`src/rtl/lfsr_pkg.sv`:
```
`default_nettype none
// ============================================================================
// Module      : lfsr_pkg
// Description : Shared types and helpers for the LFSR arbiter slice. Holds the
//               arbiter state encoding, the LFSR width and tap mask, and the
//               single-step LFSR function used by the design and its model.
// Revision    : 1.0 - initial release
// ============================================================================
package lfsr_pkg;

    localparam int         LFSR_W   = 8;
    // Taps at bits 7,5,4,3: feedback = q[7]^q[5]^q[4]^q[3]
    localparam logic [7:0] TAP_MASK = 8'b1011_1000;

    typedef enum logic [0:0] {
        IDLE = 1'b0,
        MIX  = 1'b1
    } state_t;

    // One Fibonacci step: shift left, feedback parity enters at bit 0.
    function automatic logic [LFSR_W-1:0] lfsr_step(input logic [LFSR_W-1:0] q);
        return {q[LFSR_W-2:0], ^(q & TAP_MASK)};
    endfunction

endpackage
`default_nettype wire

```
`src/rtl/lfsr_core.sv`:
```
`default_nettype none
// ============================================================================
// Module      : lfsr_core
// Description : 8-bit LFSR register. Synchronous active-low reset to SEED,
//               a parallel load and a single-step enable; load wins over step.
// Ports       : clk_i      - clock
//               rst_ni     - synchronous active-low reset
//               load_i     - load load_val_i this edge
//               load_val_i - value to load (caller guarantees non-zero)
//               step_i     - advance one LFSR step this edge
//               q_o        - current LFSR state
// Revision    : 1.0 - initial release
// ============================================================================
module lfsr_core
    import lfsr_pkg::*;
#(
    parameter logic [LFSR_W-1:0] SEED = 8'b1010_1010
) (
    input  logic              clk_i,
    input  logic              rst_ni,
    input  logic              load_i,
    input  logic [LFSR_W-1:0] load_val_i,
    input  logic              step_i,
    output logic [LFSR_W-1:0] q_o
);

    logic [LFSR_W-1:0] r_q;

    always_ff @(posedge clk_i) begin
        if (!rst_ni) begin
            r_q <= SEED;
        end else if (load_i) begin
            r_q <= load_val_i;
        end else if (step_i) begin
            r_q <= lfsr_step(r_q);
        end
    end

    assign q_o = r_q;

endmodule
`default_nettype wire

```
`src/rtl/lfsr_arbiter.sv`:
```
`default_nettype none
// ============================================================================
// Module      : lfsr_arbiter
// Description : Round-robin arbiter handing out one LFSR byte per grant. After
//               each grant the LFSR is stepped DRAW_STEPS times in total
//               before another grant can issue, so consumers never share bits.
// Ports       : clk_i    - clock
//               rst_ni   - synchronous active-low reset
//               req_i    - per-requester level request
//               gnt_o    - registered one-hot grant pulse
//               rand_o   - random byte, valid with gnt_o, holds otherwise
//               reseed_i - load seed_i into the LFSR (zero maps to SEED)
//               seed_i   - reseed value
//               busy_o   - high while the post-grant mixing is in progress
// Revision    : 1.0 - initial release
// ============================================================================
module lfsr_arbiter
    import lfsr_pkg::*;
#(
    parameter int                NUM_REQ    = 4,
    parameter logic [LFSR_W-1:0] SEED       = 8'b1010_1010,
    parameter int                DRAW_STEPS = 8
) (
    input  logic               clk_i,
    input  logic               rst_ni,
    input  logic [NUM_REQ-1:0] req_i,
    output logic [NUM_REQ-1:0] gnt_o,
    output logic [LFSR_W-1:0]  rand_o,
    input  logic               reseed_i,
    input  logic [LFSR_W-1:0]  seed_i,
    output logic               busy_o
);

    localparam int PTR_W = $clog2(NUM_REQ);
    localparam int CNT_W = $clog2(DRAW_STEPS + 1);

    state_t             r_state;
    logic [CNT_W-1:0]   r_cnt;
    logic [PTR_W-1:0]   r_ptr;
    logic [NUM_REQ-1:0] r_gnt;
    logic [LFSR_W-1:0]  r_rand;

    state_t             w_state_next;
    logic [CNT_W-1:0]   w_cnt_next;
    logic [PTR_W-1:0]   w_ptr_next;
    logic [NUM_REQ-1:0] w_gnt_next;
    logic [LFSR_W-1:0]  w_rand_next;

    logic               w_found;
    logic [PTR_W-1:0]   w_winner;
    int                 w_idx;

    logic               w_lfsr_load;
    logic               w_lfsr_step;
    logic [LFSR_W-1:0]  w_lfsr_q;
    logic [LFSR_W-1:0]  w_load_val;

    // A zero seed would lock the LFSR, so it is replaced by SEED.
    assign w_load_val = (seed_i == '0) ? SEED : seed_i;

    lfsr_core #(
        .SEED       (SEED)
    ) u_lfsr_core (
        .clk_i      (clk_i),
        .rst_ni     (rst_ni),
        .load_i     (w_lfsr_load),
        .load_val_i (w_load_val),
        .step_i     (w_lfsr_step),
        .q_o        (w_lfsr_q)
    );

    // Search upward from the round-robin pointer; the index is wrapped by
    // subtraction so non-power-of-2 NUM_REQ never points past the last bit.
    always_comb begin
        w_found  = 1'b0;
        w_winner = '0;
        w_idx    = 0;
        for (int i = 0; i < NUM_REQ; i++) begin
            w_idx = int'(r_ptr) + i;
            if (w_idx >= NUM_REQ) begin
                w_idx = w_idx - NUM_REQ;
            end
            if (!w_found && req_i[PTR_W'(w_idx)]) begin
                w_found  = 1'b1;
                w_winner = PTR_W'(w_idx);
            end
        end
    end

    always_comb begin
        w_state_next = r_state;
        w_cnt_next   = r_cnt;
        w_ptr_next   = r_ptr;
        w_gnt_next   = '0;
        w_rand_next  = r_rand;
        w_lfsr_load  = 1'b0;
        w_lfsr_step  = 1'b0;

        if (reseed_i) begin
            w_lfsr_load  = 1'b1;
            w_state_next = IDLE;
            w_cnt_next   = '0;
        end else begin
            case (r_state)
                IDLE: begin
                    if (w_found) begin
                        w_gnt_next  = NUM_REQ'(1) << w_winner;
                        w_rand_next = w_lfsr_q;
                        w_lfsr_step = 1'b1;
                        w_ptr_next  = (w_winner == PTR_W'(NUM_REQ - 1)) ? '0
                                                                       : w_winner + 1'b1;
                        // The grant edge itself is the first of DRAW_STEPS steps.
                        if (DRAW_STEPS > 1) begin
                            w_state_next = MIX;
                            w_cnt_next   = CNT_W'(DRAW_STEPS - 1);
                        end
                    end
                end
                MIX: begin
                    w_lfsr_step = 1'b1;
                    w_cnt_next  = r_cnt - 1'b1;
                    if (r_cnt == CNT_W'(1)) begin
                        w_state_next = IDLE;
                    end
                end
                default: begin
                    w_state_next = IDLE;
                    w_cnt_next   = '0;
                end
            endcase
        end
    end

    always_ff @(posedge clk_i) begin
        if (!rst_ni) begin
            r_state <= IDLE;
            r_cnt   <= '0;
            r_ptr   <= '0;
            r_gnt   <= '0;
            r_rand  <= '0;
        end else begin
            r_state <= w_state_next;
            r_cnt   <= w_cnt_next;
            r_ptr   <= w_ptr_next;
            r_gnt   <= w_gnt_next;
            r_rand  <= w_rand_next;
        end
    end

    assign gnt_o  = r_gnt;
    assign rand_o = r_rand;
    assign busy_o = (r_state == MIX);

endmodule
`default_nettype wire

```
`config.mk`:
```
export PLATFORM = sky130hd
export DESIGN_NAME = lfsr_arbiter
export DESIGN_NICKNAME = d
export VERILOG_FILES = /design/src/rtl/lfsr_pkg.sv /design/src/rtl/lfsr_core.sv /design/src/rtl/lfsr_arbiter.sv
export SDC_FILE = /design/constraint.sdc
export NUM_CORES = 1
export LEC_CHECK = 0
export ABC_AREA = 1
export CAP_MARGIN = 20
export CELL_PAD_IN_SITES_DETAIL_PLACEMENT = 2
export CELL_PAD_IN_SITES_GLOBAL_PLACEMENT = 2
export CORE_MARGIN = 4
export CORE_UTILIZATION = 28
export CTS_CLUSTER_DIAMETER = 200
export DETAILED_ROUTE_END_ITERATION = 12
export GPL_TIMING_DRIVEN = 1
export PLACE_DENSITY_LB_ADDON = 0.1
export SYNTH_ARGS = -nofsm -noshare
export SYNTH_HDL_FRONTEND = slang
export SYNTH_SLANG_ARGS = --single-unit
```
`constraint.sdc`:
```
create_clock -name clk_i -period 1.9 [get_ports clk_i]
set_input_delay 0.475 -clock clk_i [delete_from_list [all_inputs] [get_ports clk_i]]
set_output_delay 0.475 -clock clk_i [all_outputs]
set_load 0.01 [all_outputs]
```
Word level (Yosys, flattened, before mapping)
Index checks and enable logic that the tools add are counted.

$add $sub $neg: 9. Equality and inequality tests: 3. Shifts and indexed selects: 1. Bitwise operators: 4. Order comparisons: 8. Multiply operators: 0. Muxes and demuxes: 36. Div/mod/pow operators: 0. Reductions and logical operators: 12.

Operator list (number): 2-to-1 mux 8 bit (3); 2-to-1 mux 2 bit (9); less-than comparator 2 x 4 -> 1 bit, second input constant (4); 2-to-1 mux 1 bit (16); greater-or-equal comparator 3 bit, second input constant (3); binary-select mux 1 bit (select 2 bit) (4); logical NOT 8 bit (1); case mux 4 bit (2 select lines) (1); parity 8 bit (1); subtractor 2 x 1 -> 2 bit, second input constant (4); adder 2 x 2 -> 3 bit, second input constant (2); equality test 4 x 1 -> 1 bit, second input constant (1); 2-to-1 mux 4 bit (1); inverter 1 bit (4); case mux 1 bit (2 select lines) (2); OR reduction 4 bit (1); << shifter 1 x 2 -> 4 bit, first input constant (1); subtractor 4 x 1 -> 4 bit, second input constant (1); adder 2 x 1 -> 3 bit, second input constant (1); greater-or-equal comparator 2 x 3 -> 1 bit, second input constant (1); logical AND 1 bit (3); logical NOT 1 bit (3); AND reduction 3 bit (1); adder 2 x 1 -> 2 bit, second input constant (1); 4 further kinds (4).

Logic and storage cells: 79. RAM bits: 0. Register bits after elaboration: 27. Latch bits: 0. Bits in read-only memories: 0. Memories kept: 0.

Longest topological paths before layout
Depth after elaboration: 20. Gate-level depth with buffers: 14.

Hierarchy
From an unflattened synthesis, not the netlist that was laid out.

Cells, all modules: 237. Area total of the unflattened synthesis: 1550.2 µm².

By module, submodules not included: lfsr_arbiter (seq. area each 380.4 µm², times used 1, area an instance 1119.8 µm², cells an instance 171); lfsr_core (seq. area each 160.2 µm², times used 1, area an instance 430.4 µm², cells an instance 66).

Worst setup path after synthesis
OpenSTA, ideal clock, no wires.

Path type: input port to flip-flop. From: in req_i[2]. To: reg u_lfsr_core.r_q[2] (netlist: u_lfsr_core.q_o[2]). Data required time: 1.778 ns. Stages on the path: 10. Setup time: 0.122 ns. Arrival time: 1.372 ns. Setup slack: 0.406 ns. Cell sequence: inv_1 -> nand2_1 -> nand3_2 -> nand2_2 -> nor2_4 -> nand3_2 -> inv_2 -> nand3_4 -> o21ai_0 -> a21oi_1.

Word-level cells in the longest chain between the ends: 17. Elaborated cells on any way between the ends: 26.

Ends and longest elaborated chain: from (decl) (line lfsr_arbiter.sv:26) `input logic [NUM_REQ-1:0] req_i,`; binary-select mux 1 bit (select 2 bit) (line lfsr_arbiter.sv:83) `if (!w_found && req_i[PTR_W'(w_idx)]) begin`; 2-to-1 mux 1 bit (implied by the code) (2 in series) (line lfsr_arbiter.sv:83); 2-to-1 mux 1 bit (line lfsr_arbiter.sv:83); logical NOT 1 bit (line lfsr_arbiter.sv:83); logical AND 1 bit (line lfsr_arbiter.sv:83); 2-to-1 mux 1 bit (line lfsr_arbiter.sv:83); logical NOT 1 bit (line lfsr_arbiter.sv:83); logical AND 1 bit (line lfsr_arbiter.sv:83); 2-to-1 mux 1 bit (line lfsr_arbiter.sv:83); logical NOT 1 bit (line lfsr_arbiter.sv:83); logical AND 1 bit (line lfsr_arbiter.sv:83); 2-to-1 mux 1 bit (*) (line lfsr_arbiter.sv:83); 2-to-1 mux 1 bit (*) (line lfsr_arbiter.sv:106) `if (w_found) begin`; case mux 1 bit (2 select lines) (*) (line lfsr_arbiter.sv:104) `case (r_state)`; 2-to-1 mux 1 bit (*) (line lfsr_arbiter.sv:99) `if (reseed_i) begin`; nonzero test 2 bit (no source line) (*); to (signal assigned) (line lfsr_core.sv:33) `r_q <= load_val_i;`; to (signal assigned) (line lfsr_core.sv:35) `r_q <= lfsr_step(r_q);`; to (decl) (line lfsr_core.sv:27) `logic [LFSR_W-1:0] r_q;`.

Every way passes the cells marked *; elsewhere a longest branch is shown, timed or not. The select of a mux whose other input is x is not followed. A chain may end at the register's enable or synchronous reset.

Final worst setup path
From: reg r_state (netlist: busy_o). To: out busy_o.

RTL lines: from (decl) (line lfsr_arbiter.sv:37) `state_t r_state;`; from (signal assigned) (line lfsr_arbiter.sv:142) `r_state <= w_state_next;`; to (decl) (line lfsr_arbiter.sv:31) `output logic busy_o`.

No word-level cell between the ends.

==> impl_metrics.csv <==
group,metric,value,unit
timing,setup_viol,0,
timing,fmaxAchievable,572,MHz
cts,cts_buffers,3,
placed_design,dpl.hpwl,3620,um
grt,grt_pass1_vias,1697,
logic_synthesis,synth_edf_count,0,
logic_synthesis,ys_top_cells_by_count,"nand2_1 (64), dfxtp_1 (27), nor2_1 (22), inv_1 (21), nand3_1 (19)",
timing,maxSlewViolCount,0,
logic_synthesis,synth_area,1490,um^2
status,status,"finished, final reports clean",
critical_path,path_cells,"clkdlybuf4s50_1",
critical_path,crit_path_max_fanout,5,
cts,clk_latency,0.28,ns
pwr,p_total,2.17,mW
placed_design,gp_congestion,0.724,
logic_synthesis,synthXorXnorAreaFrac,1.18,%
logic_synthesis,synth_top_area_share,36.4,%
die,rows,26,
timing,report.final.hold_viol_count,0,
logic_synthesis,synth.most_common_cell,"nand2_1",
route,wl,4820,um
grt,grt_pass1_wl,7920,um
cts,cts_tree,"yes",
logic_synthesis,synthCells,218,
logic_synthesis,synth_ff_type,"dfxtp_1",
route,drt_pass1_iterations,4,
critical_path,critical-path-max-stage-delay,0.57,ns
route,ant_nets,0,
timing,fin_setup_tns,0,ns
critical_path,arrival,1.27,ns
pwr,ir_drop,0.361,mV
cts,cts_root_buf,"clkbuf_8",
route,via_per_inst,4.70,
logic_synthesis,synthMuxAreaShare,0.673,%
critical_path,worst-setup-path-type,"flop to output port",
route,drt_iter0_drc,26,
timing,period_needed,1.75,ns
cts,cts_hold_buf,0,
critical_path,ff2ff_path_depth,12,
route,wl_per_cell,14.5,um
run,drv_cap,0,
logic_synthesis,synth.distinct_cells,30,
logic_synthesis,async_reset_ff_share,0,%
route,num_vias,1562,
logic_synthesis,synth.avg_cell_area,6.82,um^2
finish,syn_to_final_growth,38.6,%
die,core,5140,um^2
timing,hold_slack,0.473,ns
grt,grt_max_degree,15,
timing,post-route-period-util,92.0,%
die,fp.dieH,80.9,um
cts,cts_sinks,27,
critical_path,cp.depth,1,
logic_synthesis,ys_seq_elements,27,
die,die_area,6540,um^2
finish,finalNetCount,280,
finish,antenna_cells,0,
grt,gr-usage-all-layers,15.5,%
critical_path,crit_required,1.42,ns
logic_synthesis,ys_seq_area_share,36.4,%
critical_path,worst_setup_path_end_kind,"output port",
logic_synthesis,yosys_warnings,0,
logic_synthesis,synth-adder-area-share,1.68,%
timing,rsz0062_at_grt,"no",
logic_synthesis,synth_nets,235,
timing,worst_slew_pin_slew,0.303,ns
pwr,powerDensity,1050,nW/um^2
hold_path,whs_path_depth,2,
hold_path,min_path_type,"flop to flop",
critical_path,start_kind,"flop",
finish,fin_util,40.1,%
route,drc,0,
die,fp.dieW,80.9,um
die,initial_core_util,28.9,%
logic_synthesis,synth.largest_area_cell,"dfxtp_1",
pwr,leakagePower,0.936,nW
finish,drive_gt1_share,22.1,%
placed_design,dpl.cell_count,325,
timing,slew-limit-headroom,79.6,%
cts,htree_levels,1,
finish,fillers,654,
logic_synthesis,netlist_top_cells_area,"dfxtp_1 (36%), nand2_1 (16%), nand3_1 (6.4%)",
critical_path,crit_slowest_cell,"clkdlybuf4s50_1",
finish,final_cells,332,
placed_design,port_buffers,27,
critical_path,crit_family,"buffers and inverters",
critical_path,crit_buf_inv,1,
logic_synthesis,synth-simple-area-share,41.0,%
timing,finClkSkew,0.00327,ns
cts,clock_path_buffers,2,
die,io_pins,28,
grt,grt_antenna_before_repair,0,
grt,grt-ovfl-total,0,
logic_synthesis,synth_top_family_by_area,"simple AND/OR/NAND/NOR gates",
logic_synthesis,synth-compound-area-share,10.1,%
cts,clkTransAtPathRegs,0.10,ns
layout make-up:
type	count	area [um^2]	area share (%)
clock buffer	4	45.0	2.19
inverter	27	124	6.01
multi-input combinational	163	877	42.6
sequential	27	542	26.3
tap	70	87.6	4.25
timing repair buffer	41	385	18.7
timing repair:
item                       in CTS  in global routing
setup endpoints to repair       0                 24
gates resized for setup         0                 28
setup buffers                   0                  1
placed cells by master (no fill, tap or decap), types with 2 or more instances in the layout:
master and count:
nand2_2 11, inv_2 6, inv_1 17, o21ai_0 8
nand3_1 19, nor2_2 6, buf_4 14, nand4_1 2
nor4_1 2, nand2_4 4, dlymetal6s2s_1 4, nor2_1 17
clkbuf_8 3, clkdlybuf4s50_1 23, ha_1 2, a21oi_1 10
xnor2_1 2, dfxtp_1 26, nand3_2 3, inv_4 2
nand2_1 60, o21ai_1 3, o211ai_1 4, nand3_4 2
worst register-to-register path, cell delays in order (launching register included):
cell,delay [ns]
dfxtp_1,0.37
buf_4,0.16
nand2_1,0.07
nand2_2,0.13
nor2_2,0.07
nor2_2,0.18
nand3_4,0.13
nand2_4,0.11
inv_4,0.06
nand2_8,0.10
clkinv_8,0.08
nor2_1,0.11
nor2_1,0.05
routing by layer:
layer	global-route usage (%)	vias up	wire (um)
met5	0	-	0
met4	3.55	0	39
met3	2.11	4	105
met2	29.1	19	2550
met1	18.5	749	2130
li1	-	790	-
per-stage QoR:
stage                     area, um^2  worst slack (ns)
after floorplan                 1490             0.406
after global placement          1920            -0.264
after CTS                       1960            0.0124
final                           2060             0.152
after detailed placement        1920            -0.280
after global routing            2060            0.0192
state kept, by name (all words and copies together), names as in the netlist:
register and cells:
r_ptr 2, rand_o 8, gnt_o 4, u_lfsr_core.q_o 8, busy_o 1, r_cnt 4
worst paths after layout:
check | to | slack (ns) | startpoint
setup reg to reg | rand_o[2]$_SDFFE_PN0P_ | 0.18 | r_ptr[0]$_SDFFE_PN0P_
hold / removal | rand_o[3]$_SDFFE_PN0P_ | 0.47 | rand_o[3]$_SDFFE_PN0P_
hold reg to reg | rand_o[3]$_SDFFE_PN0P_ | 0.47 | rand_o[3]$_SDFFE_PN0P_
setup / recovery | busy_o | 0.15 | busy_o$_SDFF_PP0_
power by group:
group          internal, mW  switching [mW]
sequential            0.651          0.0668
combinational         0.454           0.652
clock                 0.151           0.192
cells by family (layout without fill, tap and decap cells):
| kind of cell | count (synthesis) | count (layout) |
|---|---|---|
| compound gates | 27 | 27 |
| xor+xnor | 2 | 2 |
| fa+ha+maj | 2 | 2 |
| buf+inv | 30 | 72 |
| flops | 27 | 27 |
| mux | 1 | 1 |
| simple gates | 129 | 131 |
Power figures use the tool's default switching activity.
